$ cat src/rtl/hazard_unit_pkg.sv
// Shared pipeline package for the hazard unit: forward-select encodings,
// FSM state encoding, register/depth widths and a small depth helper.
package hazard_unit_pkg;

  localparam int unsigned REG_W   = 3;
  localparam int unsigned SEL_W   = 2;
  localparam int unsigned DEPTH_W = 2;

  // Comparator operand source select
  typedef enum logic [SEL_W-1:0] {
    FWD_MEM = 2'b00,
    FWD_WB  = 2'b01,
    FWD_RF  = 2'b10
  } fwd_sel_e;

  // Stall controller states
  typedef enum logic {
    RUN  = 1'b0,
    HOLD = 1'b1
  } state_e;

  typedef logic [DEPTH_W-1:0] depth_t;

  function automatic depth_t max_depth(depth_t a, depth_t b);
    return (a > b) ? a : b;
  endfunction

endpackage

$ cat src/rtl/hazard_fwd_sel.sv
// Per-operand comparator forward select.
// Ports: rs (source register), mem_rd/mem_regwrite/mem_memread (EX/MEM),
//        wb_rd/wb_regwrite (MEM/WB), sel (00 EX/MEM, 01 MEM/WB, 10 regfile).
module hazard_fwd_sel
  import hazard_unit_pkg::*;
(
  input  logic [REG_W-1:0] rs,
  input  logic [REG_W-1:0] mem_rd,
  input  logic             mem_regwrite,
  input  logic             mem_memread,
  input  logic [REG_W-1:0] wb_rd,
  input  logic             wb_regwrite,
  output logic [SEL_W-1:0] sel
);

  // EX/MEM wins over MEM/WB; a load in EX/MEM has no data yet to forward
  always_comb begin : fwd_pick
    sel = FWD_RF;
    if (mem_regwrite && !mem_memread && (mem_rd == rs)) begin
      sel = FWD_MEM;
    end else if (wb_regwrite && (wb_rd == rs)) begin
      sel = FWD_WB;
    end
  end

endmodule

$ cat src/rtl/hazard_unit.sv
// Decode-stage hazard unit: load-use / branch-operand stall detection,
// comparator forwarding selects, branch/jump redirect and a saturating
// stall-cycle counter.
// Ports: CLK, Reset (async active-high); IF/ID sources Rs1/Rs2 with
//        uses_rs1/uses_rs2, is_branch, is_jump, jump (0 = taken);
//        ID/EX, EX/MEM, MEM/WB destinations and controls;
//        outputs comparatorMux1/2Control, PC_write, RB_write,
//        id_ex_flush, if_id_flush, pc_sel, stall_count.
module hazard_unit
  import hazard_unit_pkg::*;
#(
  parameter int unsigned CNT_W = 16
) (
  input  logic             CLK,
  input  logic             Reset,
  input  logic [REG_W-1:0] Rs1,
  input  logic [REG_W-1:0] Rs2,
  input  logic             uses_rs1,
  input  logic             uses_rs2,
  input  logic             is_branch,
  input  logic             is_jump,
  input  logic             jump,
  input  logic [REG_W-1:0] ex_rd,
  input  logic             ex_regwrite,
  input  logic             ex_memread,
  input  logic [REG_W-1:0] mem_rd,
  input  logic             mem_regwrite,
  input  logic             mem_memread,
  input  logic [REG_W-1:0] wb_rd,
  input  logic             wb_regwrite,
  output logic [SEL_W-1:0] comparatorMux1Control,
  output logic [SEL_W-1:0] comparatorMux2Control,
  output logic             PC_write,
  output logic             RB_write,
  output logic             id_ex_flush,
  output logic             if_id_flush,
  output logic             pc_sel,
  output logic [CNT_W-1:0] stall_count
);

  state_e         state, state_n;
  logic [1:0]     remain, remain_n;
  depth_t         depth;
  logic           stall;
  logic [SEL_W-1:0] sel1, sel2;

  // Stall depth required by one source operand
  function automatic depth_t op_depth(logic uses, logic ex_hit, logic mem_hit,
                                      logic branch, logic ex_rw, logic ex_mr,
                                      logic mem_mr);
    depth_t d;
    d = '0;
    if (uses && ex_mr && ex_hit) d = 2'd1;
    if (branch) begin
      if (ex_rw && !ex_mr && ex_hit) d = max_depth(d, 2'd1);
      if (ex_mr && ex_hit)           d = 2'd2;
      if (mem_mr && mem_hit)         d = max_depth(d, 2'd1);
    end
    return d;
  endfunction

  always_comb begin : depth_calc
    depth = max_depth(
      op_depth(uses_rs1, ex_rd == Rs1, mem_rd == Rs1, is_branch,
               ex_regwrite, ex_memread, mem_memread),
      op_depth(uses_rs2, ex_rd == Rs2, mem_rd == Rs2, is_branch,
               ex_regwrite, ex_memread, mem_memread));
  end

  hazard_fwd_sel u_fwd1 (
    .rs           (Rs1),
    .mem_rd       (mem_rd),
    .mem_regwrite (mem_regwrite),
    .mem_memread  (mem_memread),
    .wb_rd        (wb_rd),
    .wb_regwrite  (wb_regwrite),
    .sel          (sel1)
  );

  hazard_fwd_sel u_fwd2 (
    .rs           (Rs2),
    .mem_rd       (mem_rd),
    .mem_regwrite (mem_regwrite),
    .mem_memread  (mem_memread),
    .wb_rd        (wb_rd),
    .wb_regwrite  (wb_regwrite),
    .sel          (sel2)
  );

  // State and counter registers
  always_ff @(posedge CLK or posedge Reset) begin : state_reg
    if (Reset) begin
      state       <= RUN;
      remain      <= '0;
      stall_count <= '0;
    end else begin
      state  <= state_n;
      remain <= remain_n;
      if (stall && (stall_count != {CNT_W{1'b1}})) begin
        stall_count <= stall_count + CNT_W'(1);
      end
    end
  end

  // Next state; stall is combinational so the detection cycle itself stalls
  always_comb begin : fsm_next
    state_n  = state;
    remain_n = remain;
    stall    = 1'b0;
    case (state)
      RUN: begin
        if (depth != '0) stall = 1'b1;
        if (depth == 2'd2) begin
          state_n  = HOLD;
          remain_n = 2'd1;
        end
      end
      HOLD: begin
        stall = 1'b1;
        if (remain <= 2'd1) begin
          remain_n = '0;
          state_n  = RUN;
        end else begin
          remain_n = remain - 2'd1;
        end
      end
      default: begin
        state_n  = RUN;
        remain_n = '0;
      end
    endcase
  end

  // Outputs; Reset forces the idle values without waiting for a clock
  always_comb begin : out_logic
    PC_write              = 1'b1;
    RB_write              = 1'b1;
    id_ex_flush           = 1'b0;
    if_id_flush           = 1'b0;
    pc_sel                = 1'b0;
    comparatorMux1Control = FWD_RF;
    comparatorMux2Control = FWD_RF;
    if (!Reset) begin
      if (stall) begin
        PC_write    = 1'b0;
        RB_write    = 1'b0;
        id_ex_flush = 1'b1;
      end else begin
        comparatorMux1Control = sel1;
        comparatorMux2Control = sel2;
        if ((is_branch && !jump) || is_jump) begin
          pc_sel      = 1'b1;
          if_id_flush = 1'b1;
        end
      end
    end
  end

endmodule

$ cat config.mk
export PLATFORM = sky130hd
export DESIGN_NAME = hazard_unit
export DESIGN_NICKNAME = d
export VERILOG_FILES = /design/src/rtl/hazard_unit_pkg.sv /design/src/rtl/hazard_fwd_sel.sv /design/src/rtl/hazard_unit.sv
export SDC_FILE = /design/constraint.sdc
export NUM_CORES = 1
export LEC_CHECK = 0
export BUFFER_PORTS_ARGS = -buffer_cell sky130_fd_sc_hd__buf_2
export CORE_MARGIN = 2
export CORE_UTILIZATION = 54
export DETAILED_ROUTE_END_ITERATION = 8
export GPL_TIMING_DRIVEN = 0
export HOLD_SLACK_MARGIN = 0.06
export PLACE_DENSITY = 0.85
export SYNTH_ARGS = -nofsm -noshare
export SYNTH_HDL_FRONTEND = slang
export SYNTH_HIERARCHICAL = 1
export SYNTH_SLANG_ARGS = --single-unit
$ cat constraint.sdc
create_clock -name CLK -period 14.7 [get_ports CLK]
set_input_delay 3.675 -clock CLK [delete_from_list [all_inputs] [get_ports CLK]]
set_output_delay 3.675 -clock CLK [all_outputs]
set_load 0.01 [all_outputs]
Word-level counts from Yosys, hierarchy flattened
Index checks and enable logic that the tools add are counted.

Register bits: 19. Output and inout bits: 25. Word-level logic and storage cells: 84.

Add/sub/neg operators: 2. Magnitude comparators: 6. Equal/unequal tests: 9. Multiplexer cells: 40. Bitwise gates (word level): 1. Reduce and logical (&&, ||, !) cells: 23.

Operators with widths (count): 2-bit 2-to-1 mux (25); 3-bit equality test (6); 1-bit logical AND (18); 16-bit by 1-bit adder with 16-bit output (second input constant) (1); 16-bit inequality test (second input constant) (1); 1-bit 2-to-1 mux (12); 2-bit by 1-bit > comparator with 1-bit output (second input constant) (4); 1-bit case mux with 2 select lines (2); 2-bit case mux with 2 select lines (1); 1-bit zero test (3); 2-bit equality test (second input constant) (1); 2-bit > comparator (1); 2-bit by 1-bit <= comparator with 1-bit output (second input constant) (1); 2-bit inequality test (second input constant) (1); 2-bit nonzero test (1); 2-bit by 1-bit subtractor with 2-bit output (second input constant) (1); 1-bit logical OR (1); 1-bit NOT (1).

Depth between registers and ports, before layout
Gate-level depths: netlist (run 1).

Word-level depth: 19. Mapped depth: 13.

Modules after synthesis
Netlist (run 1), hierarchy kept.

By module, submodules not included: hazard_unit (times used 1, cells each 141, area each 1320.0 um2, seq. area each 475.5 um2); hazard_fwd_sel (times used 2, cells each 11, area each 87.6 um2, seq. area each 0.0 um2).

Worst setup path after synthesis (run 1)
No wires, ideal clock.

Kind: input-to-output. Start: input port ex_rd[0]. End: output port pc_sel. Arrival: 6332 ps. Setup slack: 4693 ps. Cell stages on the path: 12. Buffers on the path: 1. Cell sequence: xor2_1 > or3_1 > o221ai_1 > nand2_1 > ha_1 > nor2_1 > a2bb2oi_1 > or3b_1 > o2bb2ai_4 > nand2_2 > nor3_1 > buf_4.

Longest elaborated chain between the ends: 19. Elaborated cells between the ends (all ways): 35. Classes of those cells: order compare (5); eq/ne (2); mux (21); reduce/logical (7).

Ends and longest elaborated chain: start: declaration (line hazard_unit.sv:23) `input logic [REG_W-1:0] ex_rd,`; 3-bit equality test (on tied branches) (line hazard_unit.sv:64, hazard_unit.sv:66); 1-bit logical AND (line hazard_unit.sv:53) `if (uses && ex_mr && ex_hit) d = 2'd1;`; 1-bit 2-to-1 mux (line hazard_unit.sv:53); 2-bit by 1-bit > comparator with 1-bit output (line hazard_unit_pkg.sv:25) `return (a > b) ? a : b;`; 2-bit 2-to-1 mux (line hazard_unit_pkg.sv:25); 2-bit 2-to-1 mux (line hazard_unit.sv:55) `if (ex_rw && !ex_mr && ex_hit) d = max_depth(d, 2'd1);`; 2-bit 2-to-1 mux (line hazard_unit.sv:56) `if (ex_mr && ex_hit) d = 2'd2;`; 2-bit 2-to-1 mux (line hazard_unit.sv:54) `if (branch) begin`; [... 2 more ...]; 2-bit 2-to-1 mux (line hazard_unit.sv:57) `if (mem_mr && mem_hit) d = max_depth(d, 2'd1);`; 2-bit 2-to-1 mux (line hazard_unit.sv:54); 2-bit > comparator (line hazard_unit_pkg.sv:25); 2-bit 2-to-1 mux * (line hazard_unit_pkg.sv:25); 2-bit nonzero test * (line hazard_unit.sv:112) `if (depth != '0) stall = 1'b1;`; 1-bit 2-to-1 mux * (line hazard_unit.sv:112); 1-bit case mux with 2 select lines * (line hazard_unit.sv:110) `case (state)`; 1-bit 2-to-1 mux * (2 in series); end: declaration (line hazard_unit.sv:37) `output logic pc_sel,`.

Mark *: on every way between the ends. The rest lies on a longest branch, timed or not. The select of a mux whose other input is x is not followed.

Worst setup path in the final report (run 1)
Start: input port Rs1[0]. End: output port pc_sel.

Longest elaborated chain between the ends: 19. Elaborated cells between the ends (all ways): 23. Classes of those cells: order compare (3); eq/ne (2); mux (13); reduce/logical (5).

Ends and longest elaborated chain: start: declaration (line hazard_unit.sv:16) `input logic [REG_W-1:0] Rs1,`; 3-bit equality test (line hazard_unit.sv:64) `op_depth(uses_rs1, ex_rd == Rs1, mem_rd == Rs1, is_branch,`; 1-bit logical AND (line hazard_unit.sv:53); 1-bit 2-to-1 mux (line hazard_unit.sv:53); 2-bit by 1-bit > comparator with 1-bit output (line hazard_unit_pkg.sv:25); 2-bit 2-to-1 mux (line hazard_unit_pkg.sv:25); 2-bit 2-to-1 mux (line hazard_unit.sv:55); 2-bit 2-to-1 mux (line hazard_unit.sv:56); 2-bit 2-to-1 mux (line hazard_unit.sv:54); [... 3 more ...]; 2-bit 2-to-1 mux * (line hazard_unit.sv:54); 2-bit > comparator (line hazard_unit_pkg.sv:25); 2-bit 2-to-1 mux * (line hazard_unit_pkg.sv:25); 2-bit nonzero test * (line hazard_unit.sv:112); 1-bit 2-to-1 mux * (line hazard_unit.sv:112); 1-bit case mux with 2 select lines * (line hazard_unit.sv:110); 1-bit 2-to-1 mux * (line hazard_unit.sv:144) `if (stall) begin`; 1-bit 2-to-1 mux * (line hazard_unit.sv:143) `if (!Reset) begin`.

Marked as above.

==> results of run 1 <==
-- layer usage --
layer  GRT usage [%]  up-vias
li1                -      695
met1            25.9      635
met2            36.0       48
met3            3.00        5
met4            7.14        0
met5               0        -
-- cells in the final DEF, fill, tap and decap left out, types with 4 or more instances in the layout --
cell / n
nand3_1: 8
nor2_1: 5
a21oi_1: 16
nand4_1: 8
and4_1: 4
xor2_1: 27
or3_1: 4
nand2_1: 7
nand2b_1: 5
inv_1: 6
ha_1: 4
and3_1: 8
dfrtp_1: 19
xnor2_1: 12
buf_2: 51
-- power by group --
part           total (mW)  switching, mW  internal [mW]
Clock              0.0265         0.0163         0.0102
Combinational      0.0784         0.0418         0.0366
Sequential         0.0874         0.0189         0.0684
Total               0.192         0.0771          0.115
-- per-stage QoR --
stage / setup WS (ns) / hold slack [ns] / utilization, %
6_report: 4.36 / 0.491 / 67.6
5_1_grt: 4.17 / 0.499 / 67.6
3_5_place_dp: 4.35 / 0.475 / 66.6
3_3_place_gp: 4.37 / 0.469 / 66.6
4_1_cts: 4.35 / 0.494 / 67.6
2_1_floorplan: 4.69 / 0.456 / -
-- path summary, 6_finish.rpt --
check	startpoint	cells past startpoint	endpoint
worst max-delay path	Rs1[0]	14	pc_sel
worst min-delay path	stall_count[7]$_DFFE_PP0P_	1	stall_count[7]$_DFFE_PP0P_
worst max register to register	stall_count[0]$_DFFE_PP0P_	8	stall_count[15]$_DFFE_PP0P_
worst min register to register	stall_count[7]$_DFFE_PP0P_	1	stall_count[7]$_DFFE_PP0P_
max in group asynchronous	Reset	2	stall_count[9]$_DFFE_PP0P_
min in group asynchronous	Reset	2	state$_DFF_PP0_
-- kinds of logic (layout without fill, tap and decap cells) --
family	count (synthesis)	count (layout)	synth area share, %
and+or+nand+nor	65	65	26.5
xor gates and xnor gates	39	39	22.8
AOI/OAI and AO/OA	23	23	11.0
DFF	19	19	31.8
buffers and inverters	12	67	3.77
adders and majority gates	4	4	3.35
muxes	1	1	0.753
-- layout make-up --
class / count / area (um2)
Multi-Input combinational cell: 132 / 963
Fill cell: 252 / 870
Sequential cell: 19 / 475
Timing Repair Buffer: 51 / 255
Tap cell: 31 / 38.8
Buffer: 6 / 33.8
Clock buffer: 3 / 22.5
Inverter: 6 / 22.5
Clock inverter: 1 / 5.00
-- critical path, cell delays in order --
cell and delay, ns:
buf_2 0.14, xor2_1 0.20, nor4b_1 0.36, o221a_1 0.31, nor2_1 0.07, ha_1 0.21, nor2_1 0.10, a2bb2oi_1 0.21
or3b_1 0.41, o2bb2ai_4 0.29, nand2_2 0.12, nor3_1 0.29, buf_4 0.16, buf_2 0.12
==> metrics.yaml, run 1 <==
cts:
  clockBufferDepth: 2
  htree_levels: 1
  clkLatencyLatePin_ns: 0.30
  clock-sinks: 19
  tritoncts: "built"
  cts_setup_buffers: 0
  clkTransAtPathRegs_ns: 0.10
  cts_resized: 0
  clock-root-buffer: "clkbuf_4"
  holdBufCountCts: 0
  numCtsBuffers: 3
final_layout:
  syn_to_final_growth_pct: 21.5
  post-route-cell-area_um2: 1820
  layout-drive-gt1-share_pct: 28.9
  stdcell_count: 249
  n_antenna_cell: 0
  largest_reg_flops: 16
  num-nets-final: 250
critical_path:
  r2r_setup_slack_ns: 12.45
  crit_fanout: 9
  path_class: "input pin to output port"
  cp.required_ns: 11.02
  start_kind: "input pin"
  critPathCaptureType: "output port"
  cp_data_arrival_time_ns: 6.67
sta:
  rsz0062_at_grt: "false"
  slew_headroom_pct: 52.9
  slew_violations: 0
  final_hold_viol_count: 0
  fmax_mhz: 96.7
  setup_tns_ns: 0
  fin_crit_sh_pct: 70.4
  period_needed_ns: 10.34
  setup_viol: 0
  skew_ns: 0.00243
  tightest_slew_ns: 0.705
run_status:
  outcome: "finished, final reports clean"
route:
  via_per_inst: 5.55
  drtAntennaViolNets: 0
  routedWlPerCell_um: 12.9
  m1WireLength_um: 1460
  dr_wl_met2_um: 1540
  first_pass_iters: 4
  highest_layer: "met4"
  vias: 1383
  drt_iter0_drc: 34
  drc: 0
  met3_length_um: 168
  wirelength_um: 3220
synth:
  syn_area_per_cell_um2: 9.17
  ys_ff_latch: 19
  synth_most_common_cell: "xor2_1"
  yosys-top-cells-count: "xor2_1, dfrtp_1, a21oi_1"
  synth_seq_area_share_pct: 31.8
  ys_types: 34
  async_flop_share_pct: 100
  synth_cells: 163
  synth_edf_count: 0
  synth_area_um2: 1500
  synth_area_leaders: "dfrtp_1, xor2_1, xnor2_1"
  ys_warn_count: 6
  yosys.area.top_type_share_pct: 31.8
  syn_nets: 194
  synth_top_area_cell: "dfrtp_1"
  ys.flop_type: "dfrtp_1"
flow_run:
  drv_cap: 0
global_routing:
  grt_remaining_overflow: 0
  grt_first_pass_wirelength_um: 5330
  grt_max_degree: 20
  antenna_found_initial: 0
  grt_pass1_vias: 1270
  grt_use_total_pct: 20.7
floorplan:
  pin_count: 52
  die-area_um2: 3210
  fp.dieW_um: 56.6
  num_rows: 19
  initial_core_util_pct: 55.7
  die_h_um: 56.6
  core-area_um2: 2690
worst_hold_path:
  hold_class: "flop to flop"
placement:
  dp.cells: 245
  dpl.hpwl_um: 2570
  gp_congestion: 0.792
  dpl_cell_area_um2: 1790
  io_buffer_count: 51
power_and_ir_drop:
  power.density_nw_per_um2: 106
  p_leak_nw: 0.905
  power_mw: 0.192
  ir_worst_vdd_v: 0.000102
(Power assumes the default switching activity.)
==> run 2: changes to the inputs <==
--- a/config.mk
+++ b/config.mk
@@ -5,13 +5,14 @@
 export SDC_FILE = /design/constraint.sdc
 export NUM_CORES = 1
 export LEC_CHECK = 0
+export ABC_AREA = 1
 export BUFFER_PORTS_ARGS = -buffer_cell sky130_fd_sc_hd__buf_2
 export CORE_MARGIN = 2
 export CORE_UTILIZATION = 54
 export DETAILED_ROUTE_END_ITERATION = 8
 export GPL_TIMING_DRIVEN = 0
 export HOLD_SLACK_MARGIN = 0.06
-export PLACE_DENSITY = 0.85
+export PLACE_DENSITY = 0.81
 export SYNTH_ARGS = -nofsm -noshare
 export SYNTH_HDL_FRONTEND = slang
 export SYNTH_HIERARCHICAL = 1
==> constraint.sdc (replaced) <==
create_clock -name CLK -period 10.5 [get_ports CLK]
set_input_delay 2.625 -clock CLK [delete_from_list [all_inputs] [get_ports CLK]]
set_output_delay 2.625 -clock CLK [all_outputs]
set_load 0.01 [all_outputs]
==> run 2 against run 1 <==
Net effect: combinational power is 34% higher; clock skew up 0.0050 ns; total power increased by 33%; utilization decreased by 2.3 points; clock power up 97%; flip-flop and latch count unchanged; non-clock buffer count unchanged; synthesized cell count rose by 91%; via count is 48% higher; highest routed layer unchanged.
==> metrics.yaml, run 2 <==
final_layout:
  num-nets-final: 398
  fin_util_pct: 65.3
  n_antenna_cell: 0
  layout-drive-gt1-share_pct: 25.1
  syn_to_final_growth_pct: 18.1
  largest_reg_flops: 16
  post-route-cell-area_um2: 2350
  nFillCells: 353
  final_cell_mix: "nand2_1, buf_2, inv_1"
  mostFrequentLayoutCell: "nand2_1"
critical_path:
  start_kind: "input pin"
  crit_fanout: 10
  cp.required_ns: 7.88
  critPathCaptureType: "output port"
  cp_data_arrival_time_ns: 4.91
  path_class: "input pin to output port"
floorplan:
  num_rows: 22
  core-area_um2: 3610
  pin_count: 52
  die-area_um2: 4190
  fp.dieW_um: 64.8
  die_h_um: 64.8
  initial_core_util_pct: 55.3
global_routing:
  grt_use_total_pct: 22.8
  grt_max_degree: 21
  grt_first_pass_wirelength_um: 7670
  antenna_found_initial: 0
  grt_remaining_overflow: 0
  grt_pass1_vias: 1832
sta:
  tightest_slew_ns: 0.761
  hold-worst-slack_ns: 0.507
  slew_violations: 0
  setup_tns_ns: 0
  slew_headroom_pct: 49.2
  final_hold_viol_count: 0
  setup_viol: 0
  skew_ns: 0.00743
  period_needed_ns: 7.54
  fin_crit_sh_pct: 71.8
  rsz0062_at_grt: "false"
  fmax_mhz: 133
placement:
  dpl.hpwl_um: 3600
  gp_congestion: 0.965
  io_buffer_count: 51
  dpl_cell_area_um2: 2310
synth:
  ys_warn_count: 6
  ys_types: 34
  synth_cells: 311
  syn_area_per_cell_um2: 6.41
  synth_edf_count: 0
  synth_most_common_cell: "nand2_1"
  synth_area_leaders: "dfrtp_1, nand2_1, inv_1"
  yosys-top-cells-count: "nand2_1, inv_1, nor2_1"
  async_flop_share_pct: 100
  yosys.area.top_type_share_pct: 23.9
  synth_area_um2: 1990
  syn_nets: 342
  ys_ff_latch: 19
  synth_seq_area_share_pct: 23.9
  synth_top_area_cell: "dfrtp_1"
  ys.flop_type: "dfrtp_1"
cts:
  clock-sinks: 19
  htree_levels: 1
  cts_setup_buffers: 0
  numCtsBuffers: 3
  clkTransAtPathRegs_ns: 0.08
  clockBufferDepth: 2
  cts_resized: 0
  clock-root-buffer: "clkbuf_8"
  tritoncts: "built"
  clkLatencyLatePin_ns: 0.26
  holdBufCountCts: 0
flow_run:
  drv_cap: 0
route:
  drt_iter0_drc: 154
  routedWlPerCell_um: 11.0
  wirelength_um: 4560
  vias: 2049
  via_per_inst: 4.95
  first_pass_iters: 4
  drc: 0
  drtAntennaViolNets: 0
worst_hold_path:
  hold_class: "flop to flop"
power_and_ir_drop:
  comb_power_share_pct: 41.3
  power.density_nw_per_um2: 108
  p_clk_share_pct: 20.4
  net-switching-power_mw: 0.102
  p_sw_share_pct: 40.1
  ir_worst_vdd_v: 0.0000487
  p_int_mw: 0.153
  seq_power_share_pct: 38.3
  power_mw: 0.255
  p_leak_nw: 1.38
run_status:
  outcome: "finished, final reports clean"
-- run 2: through the flow --
stage / setup WS (ns) / cells
after CTS: 2.94 / 414
after global routing: 2.77 / 414
after detailed placement: 2.96 / 410
final: 2.96 / 414
after floorplan: 3.32 / 311
after global placement: 3.01 / 410
-- run 2: path summary, 6_finish.rpt --
path / startpoint / endpoint / slack [ns] / depth (start not counted)
worst max register to register: stall_count[0]$_DFFE_PP0P_ / stall_count[15]$_DFFE_PP0P_ / 8.72 / 8
max in group asynchronous: Reset / stall_count[12]$_DFFE_PP0P_ / 7.46 / 2
worst min register to register: remain[0]$_DFFE_PP0P_ / remain[0]$_DFFE_PP0P_ / 0.51 / 2
min in group asynchronous: Reset / stall_count[2]$_DFFE_PP0P_ / 2.55 / 2
worst min-delay path: remain[0]$_DFFE_PP0P_ / remain[0]$_DFFE_PP0P_ / 0.51 / 2
worst max-delay path: Rs1[0] / pc_sel / 2.96 / 18
-- run 2: metal layers --
metal  global-route usage, %  vias to the layer above  routed length, um  share of wire [%]
li1                        -                     1063                  -                  -
met1                    28.2                      922               2000                 44
met2                    42.4                       58               2330                 51
met3                    1.56                        6                171                3.8
met4                    6.38                        0                 61                1.3
met5                       0                        -                  0                  0
-- run 2: final cells by class --
type	instances	area [um2]	share of cell area [%]
timing repair buffer	51	255	10.8
sequential	19	475	20.2
clock inverter	1	5.00	0.213
clock buffer	3	41.3	1.75
buffer	6	68.8	2.92
inverter	54	203	8.61
tap	48	60.1	2.55
multi-input combinational	232	1250	52.9
-- run 2: power groups by stage --
stage	Combinational, mW	Clock [mW]	Sequential (mW)
CTS	0.106	0.0517	0.0977
detailed placement	0.105	0	0.0988
global route	0.118	0.0546	0.100
global placement	0.103	0	0.0988
floorplan	0.0693	0	0.100
finish	0.105	0.0522	0.0979
-- run 2: kinds of logic after synthesis --
family                   share of synthesized area [%]
adder cells (fa/ha/maj)                           2.51
AND/OR/NAND/NOR                                   50.3
flip-flops                                        23.9
AO/OA/AOI/OAI                                     1.76
XOR/XNOR                                          7.91
buffers and inverters                             13.6
-- run 2: critical path: stages --
cell and delay [ns]:
buf_2 0.14, xnor2_1 0.20, nand4_1 0.17, nor2_1 0.12
nand2_1 0.09, and2_1 0.17, ha_1 0.27, nand2_1 0.05
o21a_1 0.11, inv_1 0.07, nand3_2 0.09, nand2_4 0.10
nand2_4 0.06, buf_8 0.15, buf_12 0.15, nor3_4 0.11
buf_4 0.12, buf_2 0.11
==> run 3: changes to the inputs <==
--- a/config.mk
+++ b/config.mk
@@ -8,11 +8,11 @@
 export ABC_AREA = 1
 export BUFFER_PORTS_ARGS = -buffer_cell sky130_fd_sc_hd__buf_2
 export CORE_MARGIN = 2
-export CORE_UTILIZATION = 54
+export CORE_UTILIZATION = 48
 export DETAILED_ROUTE_END_ITERATION = 8
 export GPL_TIMING_DRIVEN = 0
 export HOLD_SLACK_MARGIN = 0.06
-export PLACE_DENSITY = 0.81
+export PLACE_DENSITY = 0.76
 export SYNTH_ARGS = -nofsm -noshare
 export SYNTH_HDL_FRONTEND = slang
 export SYNTH_HIERARCHICAL = 1
==> constraint.sdc (replaced) <==
create_clock -name CLK -period 6.4 [get_ports CLK]
set_input_delay 1.6 -clock CLK [delete_from_list [all_inputs] [get_ports CLK]]
set_output_delay 1.6 -clock CLK [all_outputs]
set_load 0.01 [all_outputs]
==> run 3 against run 2 <==
Net effect: register-to-register slack worse by 4.1 ns; total power up 64%; clock power up 63%; combinational power up 65%; die area up 12%; setup slack worse by 2.1 ns; via count down 1.1%; critical path type unchanged.
==> metrics.yaml, run 3 (synthesis results as in run 2) <==
run_status:
  outcome: "finished, final reports clean"
critical_path:
  path_class: "input pin to output port"
  critPathCaptureType: "output port"
  cp_data_arrival_time_ns: 3.89
  start_kind: "input pin"
  r2r-end: "stall_count[10]$_DFFE_PP0P_"
  r2r_cells: 7
  r2r_setup_slack_ns: 4.65
  cp.required_ns: 4.80
  crit_fanout: 10
  rr_startpoint: "stall_count[0]$_DFFE_PP0P_"
worst_hold_path:
  min_to: "state$_DFF_PP0_"
  hold_start: "state$_DFF_PP0_"
  hold_class: "flop to flop"
  min_path_cells: 2
floorplan:
  die_h_um: 68.4
  fp.dieW_um: 68.4
  initial_core_util_pct: 49.8
  core-area_um2: 4000
  num_rows: 23
  die-area_um2: 4680
  pin_count: 52
sta:
  fmax_mhz: 182
  setup_viol: 0
  tightest_slew_ns: 0.774
  slew_violations: 0
  skew_ns: 0.00596
  slew_headroom_pct: 48.4
  final_hold_viol_count: 0
  fin_crit_sh_pct: 85.8
  rsz0062_at_grt: "false"
  period_needed_ns: 5.49
  setup_tns_ns: 0
cts:
  clock-sinks: 19
  clock-root-buffer: "clkbuf_8"
  numCtsBuffers: 3
  clkTransAtPathRegs_ns: 0.07
  clockBufferDepth: 2
  cts_setup_buffers: 0
  htree_levels: 1
  tritoncts: "built"
  clkLatencyLatePin_ns: 0.26
  cts_resized: 0
  holdBufCountCts: 0
final_layout:
  syn_to_final_growth_pct: 18.2
  layout-drive-gt1-share_pct: 24.9
  num-nets-final: 398
  n_antenna_cell: 0
  final_cell_mix: "nand2_1, buf_2, inv_1"
  largest_reg_flops: 16
  mostFrequentLayoutCell: "nand2_1"
route:
  drtAntennaViolNets: 0
  drt_iter0_drc: 122
  first_pass_iters: 4
  routedWlPerCell_um: 10.8
  via_per_inst: 4.87
  wirelength_um: 4510
  vias: 2026
  drc: 0
global_routing:
  grt_first_pass_wirelength_um: 7270
  grt_use_total_pct: 20.0
  grt_max_degree: 21
  antenna_found_initial: 0
  grt_remaining_overflow: 0
  grt_pass1_vias: 1720
placement:
  gp_congestion: 0.907
  dpl.hpwl_um: 3670
  io_buffer_count: 51
power_and_ir_drop:
  ir_worst_vdd_v: 0.000104
  p_leak_nw: 1.38
  power.density_nw_per_um2: 178
  power_mw: 0.419
flow_run:
  drv_cap: 0
## run 3: cell types whose count changed in the layout (fill, tap and decap cells not counted)
cell	previous run	this run
clkbuf_1	0	1
clkinv_2	1	0
## run 3: through the flow
stage                     util [%]  cell area (um2)  instances  hold WS, ns  setup slack [ns]
final                         58.9             2360        416        0.516             0.906
after global routing          58.9             2360        416        0.550             0.721
after CTS                     58.9             2360        416        0.518             0.875
after detailed placement      57.8             2310        412        0.501             0.883
after global placement        57.8             2310        412        0.488             0.934
after floorplan                  -             1990        311        0.467              1.27
## run 3: metal layers
layer	wire length [um]	share of wire, %	track usage, %
met4	37	0.82	4.00
met3	195	4.3	2.96
met2	2180	48	33.3
met1	2090	46	27.3
met5	0	0	0
## run 3: worst max path at each step
stage	start	to	slack, ns	cells past startpoint
after floorplan	Rs1[0]	pc_sel	1.27	16
after global placement	Rs1[0]	pc_sel	0.93	18
after detailed placement	Rs1[0]	pc_sel	0.88	18
after CTS	Rs1[0]	pc_sel	0.88	18
after global routing	Rs1[0]	pc_sel	0.72	18
final	Rs1[0]	pc_sel	0.91	18
## run 3: layout make-up
| cell class | instances | area [um2] |
|---|---|---|
| timing repair buffer | 51 | 255 |
| fill | 402 | 1640 |
| multi-input combinational | 232 | 1250 |
| tap | 50 | 62.6 |
| inverter | 54 | 203 |
| clock buffer | 4 | 45.0 |
| buffer | 6 | 68.8 |
| sequential | 19 | 475 |
## run 3: report_power, final
| part | leakage (nW) | internal (mW) | total, mW | switching, mW |
|---|---|---|---|---|
| combinational | 1.10 | 0.0708 | 0.173 | 0.102 |
| sequential | 0.258 | 0.137 | 0.161 | 0.0239 |
| clock | 0.0228 | 0.0443 | 0.0853 | 0.0410 |
## run 3: critical path, cell delays in order
cell	delay (ns)
buf_2	0.14
xnor2_1	0.21
nand4_1	0.17
nor2_1	0.12
nand2_1	0.08
and2_1	0.16
ha_1	0.27
nand2_1	0.05
o21a_1	0.12
inv_1	0.07
nand3_2	0.09
nand2_4	0.10
nand2_4	0.06
buf_8	0.15
buf_12	0.15
nor3_4	0.12
buf_4	0.13
buf_2	0.11
